===== src/rtl/core_sequencer_pkg.sv =====
// Shared definitions for the core sequencer: the sequencer states, default widths
// and the ALU opcode that routes an instruction to the iterative MOD unit.
package core_sequencer_pkg;

    localparam int DEF_PC_W     = 10;
    localparam int DEF_CNT_W    = 16;
    localparam int DEF_MAX_WAIT = 64;
    localparam int ALU_OP_W     = 5;

    localparam logic [ALU_OP_W-1:0] ALU_MOD = 5'd13;

    typedef enum logic [2:0] {
        IDLE,
        FETCH,
        EXEC,
        MEM_WAIT,
        MOD_WAIT,
        HALTED,
        FAULT
    } seq_state_t;

endpackage


===== src/rtl/core_sequencer_if.sv =====
// Bundle between the sequencer and its surroundings: decode flags and strobes in,
// PC, control strobes and harness status out.
interface core_sequencer_if
    import core_sequencer_pkg::*;
#(
    parameter int PC_W  = DEF_PC_W,
    parameter int CNT_W = DEF_CNT_W
) ();

    logic                start;
    logic [PC_W-1:0]     start_addr;
    logic                halt;
    logic                branch;
    logic                mem_read;
    logic                mem_write;
    logic [ALU_OP_W-1:0] alu_op;
    logic                branch_taken;
    logic [PC_W-1:0]     branch_target;
    logic                mem_ready;
    logic                mod_done;

    logic [PC_W-1:0]     pc;
    logic                ir_load;
    logic                mem_req;
    logic                mod_start;
    logic                commit;
    logic                done;
    logic                fault;
    logic [CNT_W-1:0]    cycle_count;

    modport master (
        input  start, start_addr, halt, branch, mem_read, mem_write, alu_op,
               branch_taken, branch_target, mem_ready, mod_done,
        output pc, ir_load, mem_req, mod_start, commit, done, fault, cycle_count
    );

    modport slave (
        output start, start_addr, halt, branch, mem_read, mem_write, alu_op,
               branch_taken, branch_target, mem_ready, mod_done,
        input  pc, ir_load, mem_req, mod_start, commit, done, fault, cycle_count
    );

endinterface


===== src/rtl/core_sequencer_seq_watchdog.sv =====
// Wait-state watchdog: counts cycles spent waiting on memory or the MOD unit and
// flags the last permitted wait cycle so the sequencer can fault if no strobe comes.
module seq_watchdog
    import core_sequencer_pkg::*;
#(
    parameter int MAX_WAIT = DEF_MAX_WAIT
) (
    input  logic clk,
    input  logic rst_n,
    input  logic i_clear,
    input  logic i_enable,
    output logic o_timeout
);

    localparam int CW = $clog2(MAX_WAIT) + 1;

    logic [CW-1:0] r_count;

    always_ff @(posedge clk or negedge rst_n) begin
        if (!rst_n) begin
            r_count <= '0;
        end else if (i_clear) begin
            r_count <= '0;
        end else if (i_enable && (r_count != CW'(MAX_WAIT))) begin
            r_count <= r_count + CW'(1);
        end
    end

    // High during the MAX_WAIT-th wait cycle; a strobe in that same cycle still wins.
    assign o_timeout = i_enable && (r_count == CW'(MAX_WAIT - 1));

endmodule


===== src/rtl/core_sequencer.sv =====
// Multi-cycle instruction sequencer: owns the PC, steps instructions through
// fetch/execute/wait states and issues one commit pulse per retired instruction.
module core_sequencer
    import core_sequencer_pkg::*;
#(
    parameter int PC_W     = DEF_PC_W,
    parameter int CNT_W    = DEF_CNT_W,
    parameter int MAX_WAIT = DEF_MAX_WAIT
) (
    input  logic             clk,
    input  logic             rst_n,
    core_sequencer_if.master bus
);

    seq_state_t       r_state;
    logic [PC_W-1:0]  r_pc;
    logic [CNT_W-1:0] r_cycleCount;
    logic             r_irLoad;
    logic             r_memReq;
    logic             r_modStart;
    logic             r_done;
    logic             r_fault;

    logic             w_memOp;
    logic             w_isMod;
    logic             w_waiting;
    logic             w_counting;
    logic             w_timeout;
    logic             w_commit;
    logic [PC_W-1:0]  w_nextPc;

    assign w_memOp    = bus.mem_read | bus.mem_write;
    assign w_isMod    = (bus.alu_op == ALU_MOD);
    assign w_waiting  = (r_state == MEM_WAIT) || (r_state == MOD_WAIT);
    assign w_counting = (r_state == FETCH) || (r_state == EXEC) || w_waiting;

    // Commit depends on the decode of the instruction in flight, so it cannot be registered.
    assign w_commit = ((r_state == EXEC) && !bus.halt && !w_memOp && !w_isMod) ||
                      ((r_state == MEM_WAIT) && bus.mem_ready) ||
                      ((r_state == MOD_WAIT) && bus.mod_done);

    assign w_nextPc = (bus.branch && bus.branch_taken) ? bus.branch_target
                                                       : r_pc + PC_W'(1);

    seq_watchdog #(
        .MAX_WAIT (MAX_WAIT)
    ) u_watchdog (
        .clk       (clk),
        .rst_n     (rst_n),
        .i_clear   (r_state == EXEC),
        .i_enable  (w_waiting),
        .o_timeout (w_timeout)
    );

    always_ff @(posedge clk or negedge rst_n) begin
        if (!rst_n) begin
            r_state      <= IDLE;
            r_pc         <= '0;
            r_cycleCount <= '0;
            r_irLoad     <= 1'b0;
            r_memReq     <= 1'b0;
            r_modStart   <= 1'b0;
            r_done       <= 1'b0;
            r_fault      <= 1'b0;
        end else begin
            r_irLoad   <= 1'b0;
            r_modStart <= 1'b0;

            if (w_counting && (r_cycleCount != '1)) begin
                r_cycleCount <= r_cycleCount + CNT_W'(1);
            end

            if (w_commit) begin
                r_pc <= w_nextPc;
            end

            case (r_state)
                IDLE, HALTED, FAULT: begin
                    if (bus.start) begin
                        r_pc         <= bus.start_addr;
                        r_cycleCount <= '0;
                        r_irLoad     <= 1'b1;
                        r_done       <= 1'b0;
                        r_fault      <= 1'b0;
                        r_state      <= FETCH;
                    end
                end
                FETCH: begin
                    r_state <= EXEC;
                end
                EXEC: begin
                    if (bus.halt) begin
                        r_done  <= 1'b1;
                        r_state <= HALTED;
                    end else if (w_memOp) begin
                        r_memReq <= 1'b1;
                        r_state  <= MEM_WAIT;
                    end else if (w_isMod) begin
                        r_modStart <= 1'b1;
                        r_state    <= MOD_WAIT;
                    end else begin
                        r_irLoad <= 1'b1;
                        r_state  <= FETCH;
                    end
                end
                MEM_WAIT: begin
                    if (bus.mem_ready) begin
                        r_memReq <= 1'b0;
                        r_irLoad <= 1'b1;
                        r_state  <= FETCH;
                    end else if (w_timeout) begin
                        r_memReq <= 1'b0;
                        r_fault  <= 1'b1;
                        r_state  <= FAULT;
                    end
                end
                MOD_WAIT: begin
                    if (bus.mod_done) begin
                        r_irLoad <= 1'b1;
                        r_state  <= FETCH;
                    end else if (w_timeout) begin
                        r_fault <= 1'b1;
                        r_state <= FAULT;
                    end
                end
                default: begin
                    r_state <= IDLE;
                end
            endcase
        end
    end

    assign bus.pc          = r_pc;
    assign bus.ir_load     = r_irLoad;
    assign bus.mem_req     = r_memReq;
    assign bus.mod_start   = r_modStart;
    assign bus.commit      = w_commit;
    assign bus.done        = r_done;
    assign bus.fault       = r_fault;
    assign bus.cycle_count = r_cycleCount;

endmodule


===== src/flat_wrapper.sv =====
// flat-port wrapper written by rule: the top's interface ports become plain ports
module core_sequencer_flat import core_sequencer_pkg::*;
#(
    parameter int PC_W     = DEF_PC_W,
    parameter int CNT_W    = DEF_CNT_W,
    parameter int MAX_WAIT = DEF_MAX_WAIT
)
  (clk, rst_n, bus_start, bus_start_addr, bus_halt, bus_branch, bus_mem_read, bus_mem_write, bus_alu_op, bus_branch_taken, bus_branch_target, bus_mem_ready, bus_mod_done, bus_pc, bus_ir_load, bus_mem_req, bus_mod_start, bus_commit, bus_done, bus_fault, bus_cycle_count);
  core_sequencer_if #(.PC_W(PC_W), .CNT_W(CNT_W)) bus_i ();
  input  logic clk;
  input  logic rst_n;
  input wire logic [$bits(bus_i.start)-1:0] bus_start;
  input wire logic [$bits(bus_i.start_addr)-1:0] bus_start_addr;
  input wire logic [$bits(bus_i.halt)-1:0] bus_halt;
  input wire logic [$bits(bus_i.branch)-1:0] bus_branch;
  input wire logic [$bits(bus_i.mem_read)-1:0] bus_mem_read;
  input wire logic [$bits(bus_i.mem_write)-1:0] bus_mem_write;
  input wire logic [$bits(bus_i.alu_op)-1:0] bus_alu_op;
  input wire logic [$bits(bus_i.branch_taken)-1:0] bus_branch_taken;
  input wire logic [$bits(bus_i.branch_target)-1:0] bus_branch_target;
  input wire logic [$bits(bus_i.mem_ready)-1:0] bus_mem_ready;
  input wire logic [$bits(bus_i.mod_done)-1:0] bus_mod_done;
  output wire logic [$bits(bus_i.pc)-1:0] bus_pc;
  output wire logic [$bits(bus_i.ir_load)-1:0] bus_ir_load;
  output wire logic [$bits(bus_i.mem_req)-1:0] bus_mem_req;
  output wire logic [$bits(bus_i.mod_start)-1:0] bus_mod_start;
  output wire logic [$bits(bus_i.commit)-1:0] bus_commit;
  output wire logic [$bits(bus_i.done)-1:0] bus_done;
  output wire logic [$bits(bus_i.fault)-1:0] bus_fault;
  output wire logic [$bits(bus_i.cycle_count)-1:0] bus_cycle_count;
  assign bus_i.start = bus_start;
  assign bus_i.start_addr = bus_start_addr;
  assign bus_i.halt = bus_halt;
  assign bus_i.branch = bus_branch;
  assign bus_i.mem_read = bus_mem_read;
  assign bus_i.mem_write = bus_mem_write;
  assign bus_i.alu_op = bus_alu_op;
  assign bus_i.branch_taken = bus_branch_taken;
  assign bus_i.branch_target = bus_branch_target;
  assign bus_i.mem_ready = bus_mem_ready;
  assign bus_i.mod_done = bus_mod_done;
  assign bus_pc = bus_i.pc;
  assign bus_ir_load = bus_i.ir_load;
  assign bus_mem_req = bus_i.mem_req;
  assign bus_mod_start = bus_i.mod_start;
  assign bus_commit = bus_i.commit;
  assign bus_done = bus_i.done;
  assign bus_fault = bus_i.fault;
  assign bus_cycle_count = bus_i.cycle_count;
  core_sequencer #(.PC_W(PC_W), .CNT_W(CNT_W), .MAX_WAIT(MAX_WAIT)) u_core (.clk(clk), .rst_n(rst_n), .bus(bus_i));
endmodule

===== config.mk =====
export PLATFORM = sky130hd
export DESIGN_NAME = core_sequencer_flat
export DESIGN_NICKNAME = d
export VERILOG_FILES = /design/src/rtl/core_sequencer_pkg.sv /design/src/rtl/core_sequencer_if.sv /design/src/rtl/core_sequencer_seq_watchdog.sv /design/src/rtl/core_sequencer.sv /design/src/flat_wrapper.sv
export SDC_FILE = /design/constraint.sdc
export NUM_CORES = 1
export LEC_CHECK = 0
export ABC_CLOCK_PERIOD_IN_PS = 2000
export CAP_MARGIN = 20
export CELL_PAD_IN_SITES_DETAIL_PLACEMENT = 1
export CELL_PAD_IN_SITES_GLOBAL_PLACEMENT = 1
export CORE_ASPECT_RATIO = 2
export CORE_MARGIN = 2
export CORE_UTILIZATION = 36
export DETAILED_ROUTE_END_ITERATION = 8
export GPL_TIMING_DRIVEN = 0
export HOLD_SLACK_MARGIN = 0.15
export PLACE_DENSITY_LB_ADDON = 0.1
export SYNTH_ARGS = -nofsm -noshare
export SYNTH_HDL_FRONTEND = slang
export SYNTH_SLANG_ARGS = --single-unit

===== constraint.sdc =====
create_clock -name clk -period 2 [get_ports clk]
set_input_delay 0.2 -clock clk [delete_from_list [all_inputs] [get_ports clk]]
set_output_delay 0.2 -clock clk [all_outputs]
set_load 0.02 [all_outputs]

==> impl_metrics.py, run 1 <==
metrics = {
    "outcome": {
        "status": "finished with violations",
        "violations": "negative setup slack",
    },
    "routing": {
        "drt-initial-drc-count": 107,
        "vias": 2587,
        "avgViaCountPerCell": 5.600,
        "drc_errors": 0,
        "ant_nets": 0,
        "drt_wl_total_um": 7929,
        "first_pass_iters": 4,
        "wl_per_cell_um": 17.16,
    },
    "clock_network": {
        "path_clk_slew_ns": 0.06,
        "cts_buffers": 5,
        "clock-root-buffer": "clkbuf_16",
        "cts_sinks": 41,
        "insertion_delay_ns": 0.29,
        "clockBufferDepth": 2,
        "cts_tree": "done",
        "htreeDepth": 2,
    },
    "yosys": {
        "synth_top_cells_by_count": "41 x dfrtp_1, 34 x nand2_1, 27 x nor2_1, 19 x a21oi_1, 19 x o21ai_0",
        "synth_area_leaders": "dfrtp_1 40%, nand2_1 5.0%, nor2_1 4.0%, a21oi_1 3.7%, o21ai_0 3.7%",
        "yosysSeqAreaShare": 0.4043,
        "synth_cells": 291,
        "syn_area_sq_um": 2537,
        "synthArstFlopShare": 1.000,
        "synth_top_area_share": 0.4043,
        "synthesis.nets": 330,
        "dominantRegCellSynth": "dfrtp_1",
        "ys_ff_latch": 41,
        "synth_edf_count": 0,
        "synthesis.yosys.warnings": 0,
        "avgSynthCellArea_sq_um": 8.720,
        "ys_types": 58,
        "post-synth-top-count-cell": "dfrtp_1",
        "synth_top_area_cell": "dfrtp_1",
    },
    "sta": {
        "finalSetupTns_ns": -0.03350,
        "fmax_ghz": 0.4918,
        "maxSlewViolCount": 0,
        "fin_crit_ns": 2.034,
        "setup-violations-final": 1,
        "finClkSkew_ns": 0.004870,
        "rsz0062_at_grt": "true",
        "relSlewSlack": 0.6484,
        "tightest_slew_ns": 0.5275,
        "layout_setup_ws_ns": -0.03350,
        "final-hold-violation-count": 0,
        "fin_crit_sh": 1.017,
    },
    "global_routing": {
        "grt_max_degree": 34,
        "gr-total-overflow": 0,
        "antenna_found_initial": 0,
        "grt_pass1_wl_um": 13510,
        "grt_pass1_vias": 2761,
        "grt_util_all_layers": 0.2214,
    },
    "pwr": {
        "power_mw": 4.632,
        "powerDensity_nw_per_um2": 1297,
        "leakage_nw": 1.455,
        "irDropWorstVdd_v": 0.0006028,
    },
    "die": {
        "io_pins": 67,
        "die-area_sq_um": 7777,
        "initial_core_util": 0.3685,
        "num_rows": 43,
        "fp.dieH_um": 122.7,
        "core_sq_um": 6887,
        "die_x_um": 63.37,
    },
    "place": {
        "gp_congestion": 0.8339,
        "portBuffers": 66,
        "dp_hpwl_um": 6020,
    },
    "setup_path": {
        "crit_type": "reg -> out",
        "end_kind": "output port",
        "cp.arrival_ns": 1.83,
        "start_kind": "register",
        "worstRegToRegCells": 7,
        "worstPathRequired_ns": 1.80,
        "crit_fanout": 8,
    },
    "cells_and_area": {
        "layout-drive-gt1-share": 0.1183,
        "fillers": 877,
        "areaGrowthSynthToFinish_pct": 40.73,
        "multi_input_comb_area_sq_um": 1445,
        "ff_latch_area_sq_um": 1026,
        "final_nets": 410,
        "diodes": 0,
    },
    "run": {
        "cap_violations": 0,
    },
    "min_path": {
        "min_path_type": "in -> async",
    },
}
==> registers in the layout, summed over array words and instances, names as in the netlist <==
register,cells
u_core.bus.cycle_count,16
u_core.bus.done,1
u_core.bus.fault,1
u_core.bus.ir_load,1
u_core.bus.mem_req,1
u_core.bus.mod_start,1
u_core.bus.pc,10
u_core.r_state,3
u_core.u_watchdog.r_count,7
==> final timing paths <==
check	from	end	slack, ns
worst max-delay path	u_core.r_state[2]	bus_commit	-0.03
worst min-delay path	rst_n	u_core.u_watchdog.r_count[1]	0.31
worst max register to register	u_core.r_state[2]	u_core.bus.pc[2]	0.03
worst min register to register	u_core.bus.fault	u_core.bus.fault	0.50
max in group asynchronous	rst_n	u_core.bus.ir_load	1.23
min in group clk	bus_start_addr[1]	u_core.bus.pc[1]	0.47
==> worst max-delay path: stages (launching register included) <==
cell and delay (ns):
dfrtp_1 0.41, or3b_4 0.44, o22a_1 0.25, o41a_4 0.13, inv_4 0.07, buf_8 0.12, buf_6 0.12
==> timing repair <==
action	CTS	global route
gates resized for setup	11	9
pin swaps	0	2
hold endpoints to repair	41	0
endpoints found under the setup margin	16	14
buffers inserted	2	3
hold buffers	1	0
==> report_power, final <==
| group | internal (mW) | switching (mW) |
|---|---|---|
| sequential | 1.09 | 0.343 |
| combinational | 1.10 | 1.31 |
| clock | 0.459 | 0.327 |
==> routing by layer <==
metal | global-route usage | wire, um | up-vias
met5 | 0 | 0 | -
met4 | 0.09511 | 251 | 0
met3 | 0.04125 | 269 | 18
met2 | 0.4382 | 4550 | 60
met1 | 0.2166 | 2857 | 1281
li1 | - | - | 1228
==> placed cells by master (no fill, tap or decap), types with 5 or more instances in the layout <==
cell type | netlist | final
clkdlybuf4s50_1 | 0 | 64
dfrtp_1 | 41 | 41
nand2_1 | 34 | 34
nor2_1 | 27 | 27
a21oi_1 | 19 | 19
o21ai_0 | 19 | 19
nand3_1 | 15 | 14
inv_1 | 9 | 9
nor3_1 | 9 | 9
xnor2_1 | 9 | 9
buf_2 | 6 | 7
and3_1 | 6 | 6
xor2_1 | 5 | 5
nand4_1 | 5 | 5
clkbuf_16 | 0 | 5
buf_4 | 1 | 5
==> cell type report <==
class | instances | share of cell area
clock buffer | 6 | 0.03609
timing repair buffer | 73 | 0.2029
tap | 90 | 0.03153
inverter | 10 | 0.01121
sequential | 41 | 0.2873
clock inverter | 2 | 0.002803
buffer | 13 | 0.02348
multi-input combinational | 227 | 0.4047
==> stage by stage <==
step | worst slack, ns | util | area (sq um) | hold WS (ns) | std cells
2_1_floorplan | 0.1982 | - | 2537 | -0.09559 | 291
3_3_place_gp | -0.4721 | 0.4807 | 3311 | 0.4881 | 447
3_5_place_dp | -0.4663 | 0.4829 | 3326 | 0.07757 | 448
4_1_cts | -0.07059 | 0.5087 | 3503 | 0.3118 | 459
5_1_grt | -0.07849 | 0.5185 | 3571 | 0.3385 | 462
6_report | -0.03350 | 0.5185 | 3571 | 0.3113 | 462
==> kinds of logic (layout without fill, tap and decap cells) <==
| logic type | Yosys count | count (layout) | share of synthesized area |
|---|---|---|---|
| buffers and inverters | 23 | 104 | 0.04142 |
| adders and majority gates | 4 | 4 | 0.01972 |
| and+or+nand+nor | 130 | 130 | 0.2692 |
| muxes | 2 | 2 | 0.007890 |
| DFF | 41 | 41 | 0.4043 |
| AOI/OAI and AO/OA | 77 | 77 | 0.2091 |
| xor gates and xnor gates | 14 | 14 | 0.04832 |
Power figures use the tool's default switching activity.
==> run 2, diff against run 1 <==
--- a/config.mk
+++ b/config.mk
@@ -12,6 +12,7 @@
 export CORE_ASPECT_RATIO = 2
 export CORE_MARGIN = 2
 export CORE_UTILIZATION = 36
+export CTS_CLUSTER_SIZE = 14
 export DETAILED_ROUTE_END_ITERATION = 8
 export GPL_TIMING_DRIVEN = 0
 export HOLD_SLACK_MARGIN = 0.15
==> results of run 2 <==
Final layout, timing and power as in run 1 (identical DEF).
==> run 3, diff against run 2 <==
--- a/config.mk
+++ b/config.mk
@@ -5,13 +5,13 @@
 export SDC_FILE = /design/constraint.sdc
 export NUM_CORES = 1
 export LEC_CHECK = 0
-export ABC_CLOCK_PERIOD_IN_PS = 2000
+export ABC_CLOCK_PERIOD_IN_PS = 2300
 export CAP_MARGIN = 20
 export CELL_PAD_IN_SITES_DETAIL_PLACEMENT = 1
 export CELL_PAD_IN_SITES_GLOBAL_PLACEMENT = 1
 export CORE_ASPECT_RATIO = 2
 export CORE_MARGIN = 2
-export CORE_UTILIZATION = 36
+export CORE_UTILIZATION = 35
 export CTS_CLUSTER_SIZE = 14
 export DETAILED_ROUTE_END_ITERATION = 8
 export GPL_TIMING_DRIVEN = 0
==> constraint.sdc (replaced) <==
create_clock -name clk -period 2.3 [get_ports clk]
set_input_delay 0.23 -clock clk [delete_from_list [all_inputs] [get_ports clk]]
set_output_delay 0.23 -clock clk [all_outputs]
set_load 0.02 [all_outputs]
==> impl_metrics.py, run 3 (synthesis results as in run 1) <==
metrics = {
    "cells_and_area": {
        "diodes": 0,
        "layout-drive-gt1-share": 0.08719,
        "largest_reg_flops": 16,
        "final_util": 0.4871,
        "areaGrowthSynthToFinish_pct": 37.38,
        "final_nets": 406,
        "layout_commonest_cell": "clkdlybuf4s50_1",
        "design_area_sq_um": 3486,
        "final_cell_mix": "64 x clkdlybuf4s50_1, 41 x dfrtp_1, 34 x nand2_1",
    },
    "clock_network": {
        "clockBufferDepth": 2,
        "htreeDepth": 2,
        "cts_buffers": 5,
        "cts_sinks": 41,
        "path_clk_slew_ns": 0.06,
        "clock-root-buffer": "clkbuf_16",
        "cts_tree": "done",
        "insertion_delay_ns": 0.28,
    },
    "routing": {
        "first_pass_iters": 4,
        "wl_per_cell_um": 16.97,
        "avgViaCountPerCell": 5.492,
        "vias": 2521,
        "drc_errors": 0,
        "drt-initial-drc-count": 123,
        "ant_nets": 0,
        "drt_wl_total_um": 7789,
    },
    "global_routing": {
        "grt_max_degree": 33,
        "grt_pass1_vias": 2622,
        "grt_util_all_layers": 0.2051,
        "grt_pass1_wl_um": 13030,
        "antenna_found_initial": 0,
        "gr-total-overflow": 0,
    },
    "sta": {
        "tightest_slew_ns": 1.028,
        "rsz0062_at_grt": "false",
        "maxSlewViolCount": 0,
        "fin_crit_ns": 2.188,
        "fmax_ghz": 0.4571,
        "fin_crit_sh": 0.9511,
        "finClkSkew_ns": 0.003364,
        "relSlewSlack": 0.3134,
        "setup-violations-final": 0,
        "final-hold-violation-count": 0,
    },
    "setup_path": {
        "crit_fanout": 10,
        "worstPathRequired_ns": 2.07,
        "start_kind": "register",
        "crit_type": "reg -> out",
        "end_kind": "output port",
        "cp.arrival_ns": 1.96,
    },
    "pwr": {
        "leakage_nw": 1.413,
        "powerDensity_nw_per_um2": 1126,
        "power_mw": 3.924,
        "irDropWorstVdd_v": 0.0005364,
    },
    "run": {
        "cap_violations": 0,
    },
    "die": {
        "io_pins": 67,
        "num_rows": 44,
        "initial_core_util": 0.3545,
        "core_sq_um": 7157,
        "die-area_sq_um": 7988,
        "die_x_um": 64.21,
        "fp.dieH_um": 124.4,
    },
    "place": {
        "portBuffers": 66,
        "dp_hpwl_um": 5895,
        "placed_area_sq_um": 3328,
        "gp_congestion": 0.8127,
    },
    "min_path": {
        "min_path_type": "in -> async",
    },
    "outcome": {
        "status": "finished clean",
    },
}
run 3: changes by cell type in the layout (fill, tap and decap cells not counted), sizes merged:
cell / before / now
clkinv: 2 / 0
buf: 16 / 13
run 3: path summary, 6_finish.rpt:
check | cells past startpoint | startpoint | slack [ns] | to
hold reg to reg | 2 | u_core.bus.done | 0.51 | u_core.bus.done
setup / recovery | 6 | u_core.r_state[1] | 0.11 | bus_commit
min in group clk | 2 | u_core.bus.done | 0.51 | u_core.bus.done
hold / removal | 2 | rst_n | 0.36 | u_core.u_watchdog.r_count[2]
setup reg to reg | 7 | u_core.r_state[1] | 0.22 | u_core.bus.pc[6]
max in group asynchronous | 3 | rst_n | 1.49 | u_core.bus.pc[0]
run 3: critical path, stage by stage, from the launching register on:
cell and delay [ns]:
dfrtp_1 0.42, or3b_4 0.42, o22a_1 0.23, o41a_2 0.16, inv_2 0.08, buf_4 0.17
buf_2 0.18
run 3: cell type report:
type,count,area (sq um)
Fill cell,848,3671
Tap cell,92,115.1
Multi-Input combinational cell,227,1409
Sequential cell,41,1026
Buffer,13,67.56
Inverter,10,37.54
Clock buffer,7,142.6
Timing Repair Buffer,69,688.2
run 3: per-layer routing:
layer	up-vias	share of wire	track usage
met5	-	0	0
met4	0	0.023	0.07134
met3	11	0.031	0.03252
met2	46	0.52	0.3401
met1	1243	0.43	0.2672
li1	1221	-	-
run 3: repair_timing:
| item | 4_1_cts | 5_1_grt |
|---|---|---|
| hold endpoints to repair | 41 | 0 |
| setup buffers | 1 | 0 |
| gates cloned | 0 | 0 |
| endpoints found under the setup margin | 1 | 1 |
| hold buffers | 1 | 0 |
| gates resized for setup | 4 | 1 |
run 3: metrics by stage:
stage          hold slack [ns]  cells  setup TNS (ns)  worst slack, ns
2_1_floorplan         -0.06559    291               0           0.4982
3_3_place_gp            0.4967    449          -8.796          -0.2420
3_5_place_dp            0.1206    450         -0.2514          -0.2514
4_1_cts                 0.3617    459               0         0.001222
5_1_grt                 0.3759    459               0          0.03155
6_report                0.3558    459               0           0.1124
run 3: power by group:
group / switching [mW] / total, mW / internal, mW
Clock: 0.272 / 0.698 / 0.426
Combinational: 1.12 / 1.99 / 0.874
Sequential: 0.283 / 1.23 / 0.950
